`config.mk`:
```
export PLATFORM = sky130hd
export DESIGN_NAME = button_events
export DESIGN_NICKNAME = d
export VERILOG_FILES = /design/src/rtl/button_events.sv
export SDC_FILE = /design/constraint.sdc
export NUM_CORES = 1
export LEC_CHECK = 0
export BUFFER_PORTS_ARGS = -buffer_cell sky130_fd_sc_hd__buf_2
export CAP_MARGIN = 20
export CORE_MARGIN = 4
export CORE_UTILIZATION = 45
export CTS_CLUSTER_SIZE = 40
export DETAILED_ROUTE_END_ITERATION = 6
export GPL_ROUTABILITY_DRIVEN = 0
export MAX_ROUTING_LAYER = met4
export PLACE_DENSITY = 0.72
export REMOVE_ABC_BUFFERS = 1
export SLEW_MARGIN = 15
export SYNTH_ARGS = -nofsm -noshare
export SYNTH_HDL_FRONTEND = slang
export SYNTH_SLANG_ARGS = --single-unit
```
`constraint.sdc`:
```
create_clock -name clk -period 3.56 [get_ports clk]
set_input_delay 0 -clock clk [delete_from_list [all_inputs] [get_ports clk]]
set_output_delay 0 -clock clk [all_outputs]
set_load 0.01 [all_outputs]
```
`src/rtl/button_events.sv`:
```
// button_events: turns debounced per-button edge pulses into PRESS / REPEAT /
// RELEASE events, tracking one button at a time, queued in a small FIFO.
// Ports: clk, rstn (sync, active low), btn_level/btn_rise/btn_fall [WIDTH],
//        event_valid/event_data/event_ready (FWFT handshake), overflow (sticky).
// Option: BUTTON_EVENTS_AUTOREPEAT_EN builds the hold/repeat counter and REPEAT.
module button_events #(
    parameter int WIDTH         = 4,
    parameter int HOLD_LIMIT    = 25_000_000,
    parameter int REPEAT_PERIOD = 5_000_000,
    parameter int DEPTH         = 4,
    localparam int IDXW         = (WIDTH > 1) ? $clog2(WIDTH) : 1,
    localparam int DW           = 2 + IDXW
) (
    input  logic             clk,
    input  logic             rstn,
    input  logic [WIDTH-1:0] btn_level,
    input  logic [WIDTH-1:0] btn_rise,
    input  logic [WIDTH-1:0] btn_fall,
    output logic             event_valid,
    output logic [DW-1:0]    event_data,
    input  logic             event_ready,
    output logic             overflow
);

    localparam logic [1:0] K_PRESS   = 2'b00;
    localparam logic [1:0] K_REPEAT  = 2'b01;
    localparam logic [1:0] K_RELEASE = 2'b10;
    localparam int AW = $clog2(DEPTH);
    localparam int PW = AW + 1;

    typedef enum logic [1:0] {S_IDLE, S_HOLD, S_REPEAT} state_t;

    state_t          state_q, state_d;
    logic [IDXW-1:0] active_q, active_d;
    logic [IDXW-1:0] rise_idx;
    logic            rise_any;
    logic            gone;
    logic            push;
    logic [DW-1:0]   push_data;

`ifdef BUTTON_EVENTS_AUTOREPEAT_EN
    localparam int CMAX = (HOLD_LIMIT > REPEAT_PERIOD) ? HOLD_LIMIT : REPEAT_PERIOD;
    localparam int CNTW = $clog2(CMAX);
    localparam logic [CNTW-1:0] HOLD_LOAD = CNTW'(HOLD_LIMIT - 1);
    localparam logic [CNTW-1:0] REP_LOAD  = CNTW'(REPEAT_PERIOD - 1);
    logic [CNTW-1:0] cnt_q, cnt_d;
`else
    logic unused_cfg;
    assign unused_cfg = (HOLD_LIMIT + REPEAT_PERIOD) > 0;
`endif

    // Lowest-numbered rising button wins; scan downward so it is written last.
    always_comb begin
        rise_any = |btn_rise;
        rise_idx = '0;
        for (int i = WIDTH - 1; i >= 0; i--) begin
            if (btn_rise[i]) rise_idx = IDXW'(i);
        end
    end

    // A low level on the active button also ends the hold (missed fall pulse).
    assign gone = btn_fall[active_q] || !btn_level[active_q];

    always_comb begin
        state_d   = state_q;
        active_d  = active_q;
        push      = 1'b0;
        push_data = '0;
`ifdef BUTTON_EVENTS_AUTOREPEAT_EN
        cnt_d     = cnt_q;
`endif
        unique case (state_q)
            S_IDLE: begin
                if (rise_any) begin
                    active_d  = rise_idx;
                    push      = 1'b1;
                    push_data = {K_PRESS, rise_idx};
                    state_d   = S_HOLD;
`ifdef BUTTON_EVENTS_AUTOREPEAT_EN
                    cnt_d     = HOLD_LOAD;
`endif
                end
            end
            S_HOLD, S_REPEAT: begin
                if (gone) begin
                    push      = 1'b1;
                    push_data = {K_RELEASE, active_q};
                    state_d   = S_IDLE;
                end
`ifdef BUTTON_EVENTS_AUTOREPEAT_EN
                else if (cnt_q == '0) begin
                    push      = 1'b1;
                    push_data = {K_REPEAT, active_q};
                    cnt_d     = REP_LOAD;
                    state_d   = S_REPEAT;
                end else begin
                    cnt_d = cnt_q - 1'b1;
                end
`endif
            end
            default: state_d = S_IDLE;
        endcase
    end

    logic [DW-1:0] mem_q [DEPTH];
    logic [PW-1:0] wptr_q, wptr_d;
    logic [PW-1:0] rptr_q, rptr_d;
    logic          overflow_q, overflow_d;
    logic          empty, full, pop, wr;

    assign empty = (wptr_q == rptr_q);
    assign full  = (wptr_q[AW] != rptr_q[AW]) &&
                   (wptr_q[AW-1:0] == rptr_q[AW-1:0]);
    assign pop   = !empty && event_ready;
    // A simultaneous pop frees the slot, so a push into a full FIFO still fits.
    assign wr    = push && (!full || pop);

    always_comb begin
        wptr_d     = wptr_q + PW'(wr);
        rptr_d     = rptr_q + PW'(pop);
        overflow_d = overflow_q | (push & ~wr);
    end

    assign event_valid = !empty;
    assign event_data  = empty ? '0 : mem_q[rptr_q[AW-1:0]];
    assign overflow    = overflow_q;

    always_ff @(posedge clk) begin
        if (!rstn) begin
            state_q    <= S_IDLE;
            active_q   <= '0;
            wptr_q     <= '0;
            rptr_q     <= '0;
            overflow_q <= 1'b0;
`ifdef BUTTON_EVENTS_AUTOREPEAT_EN
            cnt_q      <= '0;
`endif
        end else begin
            state_q    <= state_d;
            active_q   <= active_d;
            wptr_q     <= wptr_d;
            rptr_q     <= rptr_d;
            overflow_q <= overflow_d;
`ifdef BUTTON_EVENTS_AUTOREPEAT_EN
            cnt_q      <= cnt_d;
`endif
        end
    end

    always_ff @(posedge clk) begin
        if (rstn && wr) mem_q[wptr_q[AW-1:0]] <= push_data;
    end

endmodule

```
After elaboration in Yosys (flattened, before gate mapping)
Memory sizes are Yosys's and may differ from the RTL's. A register that Yosys moved wholly into a read port is not among the register bits.
Index checks and enable logic that the tools add are counted.
- $add $sub $neg: 2
- order comparisons: 1
- eq/ne operators: 7
- multiplexer cells: 21
- bitwise logic cells: 3
- reduce and logical (&&, ||, !) cells: 14
- operator list (operator ; count):
    2-bit two-way mux ; 8
    4-bit two-way mux ; 2
    4-bit one-hot mux with 2 select lines ; 1
    3-bit by 1-bit adder with 3-bit output ; 2
    1-bit two-way mux ; 6
    1-bit binary-select mux with 2-bit select ; 2
    1-bit logical AND ; 4
    2-bit inequality test, second input constant ; 2
    2-bit one-hot mux with 2 select lines ; 1
    2-bit AND reduction ; 2
    4-bit OR reduction ; 1
    3-bit == test ; 1
    1-bit zero test ; 3
    2-bit by 3-bit less-than comparator with 1-bit output, second input constant ; 1
    2-bit by 1-bit == test with 1-bit output, second input constant ; 1
    2-bit == test ; 1
    2-bit == test, second input constant ; 1
    2-bit zero test ; 1
    1-bit logical OR ; 2
    1-bit one-hot mux with 2 select lines ; 1
    2-bit OR reduction ; 1
    1-bit bitwise AND ; 1
    1-bit inequality test ; 1
    1-bit inverter ; 1
    1-bit OR ; 1
- register bits: 11
- memory bits (writable): 16
- word-level logic and storage cells: 54
- memories: 1
- memory list (memory ; depth ; bits a word ; read ports ; clocked after Yosys merged registers in ; write ports ; RTL line ; RTL):
    mem_q ; 4 ; 4 ; 1 ; 1 ; 1 ; 105 ; logic [DW-1:0] mem_q [DEPTH];

Depth between registers and ports, before layout
- depth after elaboration: 10
- mapped depth: 9
- depth with buffers taken out: 8

Least setup slack after synthesis
Ideal clock, no wire load.
- kind: reg2reg
- start point: reg active_q[1]
- end point: reg wptr_q[2]
- setup time: 0.115 ns
- arrival: 2.226 ns
- data required time: 3.445 ns
- setup slack: 1.219 ns
- stages on the path, launching flop included: 9
- period minus slack after synthesis: 2.341 ns
- path through: dfxtp_1 -> or3b_1 -> and4_4 -> o41ai_1 -> inv_1 -> ha_1 -> ha_1 -> xor2_1 -> and2_1
- longest elaborated chain between the ends: 8
- ends and longest elaborated chain (element ; RTL line ; RTL):
    start, declared ; 34 ; logic [IDXW-1:0] active_q, active_d;
    start signal, assigned ; 140 ; active_q <= active_d;
    1-bit binary-select mux with 2-bit select ; 62 ; assign gone = btn_fall[active_q] || !btn_level[active_q];
    1-bit two-way mux (not written as such) ; 62 ;
    1-bit zero test ; 62 ;
    1-bit logical OR * ; 62 ;
    1-bit two-way mux * ; 85 ; if (gone) begin
    1-bit one-hot mux with 2 select lines * ; 72 ; unique case (state_q)
    1-bit logical AND * ; 116 ; assign wr = push && (!full || pop);
    3-bit by 1-bit adder with 3-bit output * ; 119 ; wptr_d = wptr_q + PW'(wr);
    end signal, assigned ; 141 ; wptr_q <= wptr_d;
    end, declared ; 106 ; logic [PW-1:0] wptr_q, wptr_d;
Mark *: on every way between the ends. The rest lies on a longest branch, timed or not. The select of a mux whose other input is x is not followed.
A chain may end at the register's enable or synchronous reset.

Worst setup path in the final report
Ends and elaborated chain as after synthesis.

==> results_dict.tcl <==
set metrics [dict create \
    wl_met2_microns 885 \
    fillCellCount 215 \
    yosys.area_share.adder 0.0463 \
    drc 0 \
    final_layout_size_suffix_gt1_frac 0.237 \
    cp-end-kind "register" \
    firstDrtPassIters 4 \
    synth_top_area_frac 0.333 \
    p_switching_w 0.000222 \
    internal_power_w 0.000470 \
    yosys.area_share.simple 0.221 \
    status "completed" \
    synthFlopType "edfxtp_1" \
    yosysTopAreaCell "edfxtp_1" \
    ys_types 33 \
    finalSetupTns_ns 0 \
    power_density_nw_per_um2 569 \
    power_frac_clock 0.160 \
    antenna_found_initial 0 \
    grt_pass1_wl_microns 3400 \
    grt_overflow 0 \
    top_layer_used "met4" \
    area.growth.synth_to_final_pct 12.6 \
    cts_buffers 3 \
    fp.dieW_microns 57.0 \
    setup-violations-final 0 \
    final_nets 134 \
    initial_core_util 0.479 \
    final_area_sq_um 1220 \
    grt_max_degree 15 \
    vias_per_cell 5.20 \
    cts_resized 0 \
    yosys_register_bits 22 \
    avgSynthCellArea_sq_um 11.4 \
    synthXorXnorAreaFrac 0.0405 \
    p_seq_frac 0.509 \
    cap_violations 0 \
    drt-met1-wl_microns 831 \
    ys_warn_count 0 \
    maxSlewViolCount 0 \
    synth_area_sq_um 1080 \
    skew_ns 0.00577 \
    synthMuxAreaShare 0.0625 \
    wl_met3_microns 109 \
    place_area_sq_um 1190 \
    antenna_left 0 \
    ir_drop_mv 0.314 \
    grt_pass1_vias 778 \
    fmax_ghz 0.378 \
    totalWireLength_microns 1840 \
    rows 17 \
    finalCritPeriodShare 0.743 \
    finalHoldViolCount 0 \
    num_antenna_cells 0 \
    cts_max_level 1 \
    postSynthCellCount 95 \
    clock_path_buffers 2 \
    postCtsHoldBufs 0 \
    synthArstFlopShare 0 \
    num_vias 739 \
    relSlewSlack 0.433 \
    power_switching_share 0.321 \
    crit_required_ns 3.77 \
    cts_root_buffer "clkbuf_4" \
    p_leak_nw 0.525 \
    die_area_sq_um 3250 \
    synthTopCellsByArea "edfxtp_1 (33%), dfxtp_1 (19%), mux4_2 (6.2%), ha_1 (4.6%), and2_1 (3.5%)" \
    cts_tree "yes" \
    post_drt_wl_per_cell_microns 12.9 \
    first_iter_violations 11 \
    startpoint_type "register" \
    grtUsageTotal 0.136 \
    cp.arrival_ns 2.86 \
    synth-compound-area-share 0.0718 \
    p_comb_frac 0.332 \
    rsz0062_at_grt "false" \
    synth_top_family_by_area "simple AND/OR/NAND/NOR gates" \
    crit_fanout 6 \
    die_y_microns 57.0 \
    coreArea_sq_um 2250 \
    critPathKind "register to register" \
    numPortBuffers 19 \
    finalCriticalPeriod_ns 2.65 \
    synth_edf_count 12 \
    clock_latency_ns 0.30 \
    clk_pin_slew_ns 0.12 \
    hp-class "input pin to register" \
    yosysSeqAreaShare 0.519 \
    cts_sinks 22 \
    ios 21 \
    cts_setup_buffers 0 \
    p_total_w 0.000693 \
    dp.final_hpwl_microns 1430 \
    tightest_slew_ns 0.839 \
]
## state kept, by name, summed over array words and instances (netlist names)
register  cells
rptr_q        3
state_q       1
active_q      2
mem_q        12
wptr_q        3
overflow      1
## synthesized netlist by cell type (4+ instances only)
master    number
ha_1           4
nor2b_1        6
edfxtp_1      12
nor2_1         7
a21oi_1        4
inv_1          5
dfxtp_1       10
and2_1         6
nand2_1        4
## cell families after synthesis
family                     count (synthesis)
xor gates and xnor gates                   5
DFF                                       22
and+or+nand+nor                           40
other                                      1
muxes                                      3
buffers and inverters                      9
adders and majority gates                  4
AOI/OAI and AO/OA                         11
## final timing paths
kind	from	end	slack, ns	depth (start not counted)
setup / recovery	active_q[1]	wptr_q[2]	0.91	8
hold / removal	rstn	state_q[0]	0.03	3
setup reg to reg	active_q[1]	wptr_q[2]	0.91	8
hold reg to reg	overflow	overflow	0.54	1
## critical path, cell delays in order (launching register included)
cell     delay [ns]
dfxtp_1        0.38
or3b_1         0.40
and4_4         0.20
o41ai_1        0.79
inv_1          0.11
ha_1           0.22
ha_1           0.19
xor2_1         0.14
and2_1         0.15
## power groups by stage
stage	Sequential [W]	Combinational [W]	Clock, W
after floorplan	0.000348	0.000166	0
after global placement	0.000356	0.000228	0
after detailed placement	0.000359	0.000234	0
after CTS	0.000353	0.000234	0.000114
after global routing	0.000361	0.000267	0.000123
final	0.000352	0.000230	0.000111
## cells in the final DEF (no fill, tap or decap), types with 4 or more instances in the layout
cell type	n
edfxtp_1	12
buf_2	19
and2_1	6
nor2b_1	6
inv_1	5
a21oi_1	4
nor2_1	7
dfxtp_1	10
nand2_1	4
ha_1	4
## metrics by stage
stage	hold slack [ns]	util	cells	setup WS (ns)
final	0.0314	0.540	142	0.913
after global routing	0.0498	0.540	142	0.665
after CTS	0.0285	0.540	142	0.920
after detailed placement	0.352	0.528	138	0.945
after global placement	0.332	0.528	138	1.12
after floorplan	0.114	-	91	1.22
## routing by layer
layer	vias to the layer above	global-route usage
li1	377	-
met1	333	0.168
met2	27	0.214
met3	2	0.0226
met4	0	0.0695
met5	-	-
## area by class of cell
type | count | area [sq um] | share of cell area
clock inverters | 1 | 3.75 | 0.00308
repair buffers | 19 | 95.1 | 0.0781
clock buffers | 3 | 22.5 | 0.0185
inverters | 5 | 18.8 | 0.0154
well taps | 28 | 35.0 | 0.0288
multi-input cells | 64 | 482 | 0.396
flip-flops and latches | 22 | 561 | 0.460
Note: power is estimated with default switching activity, not from simulation.
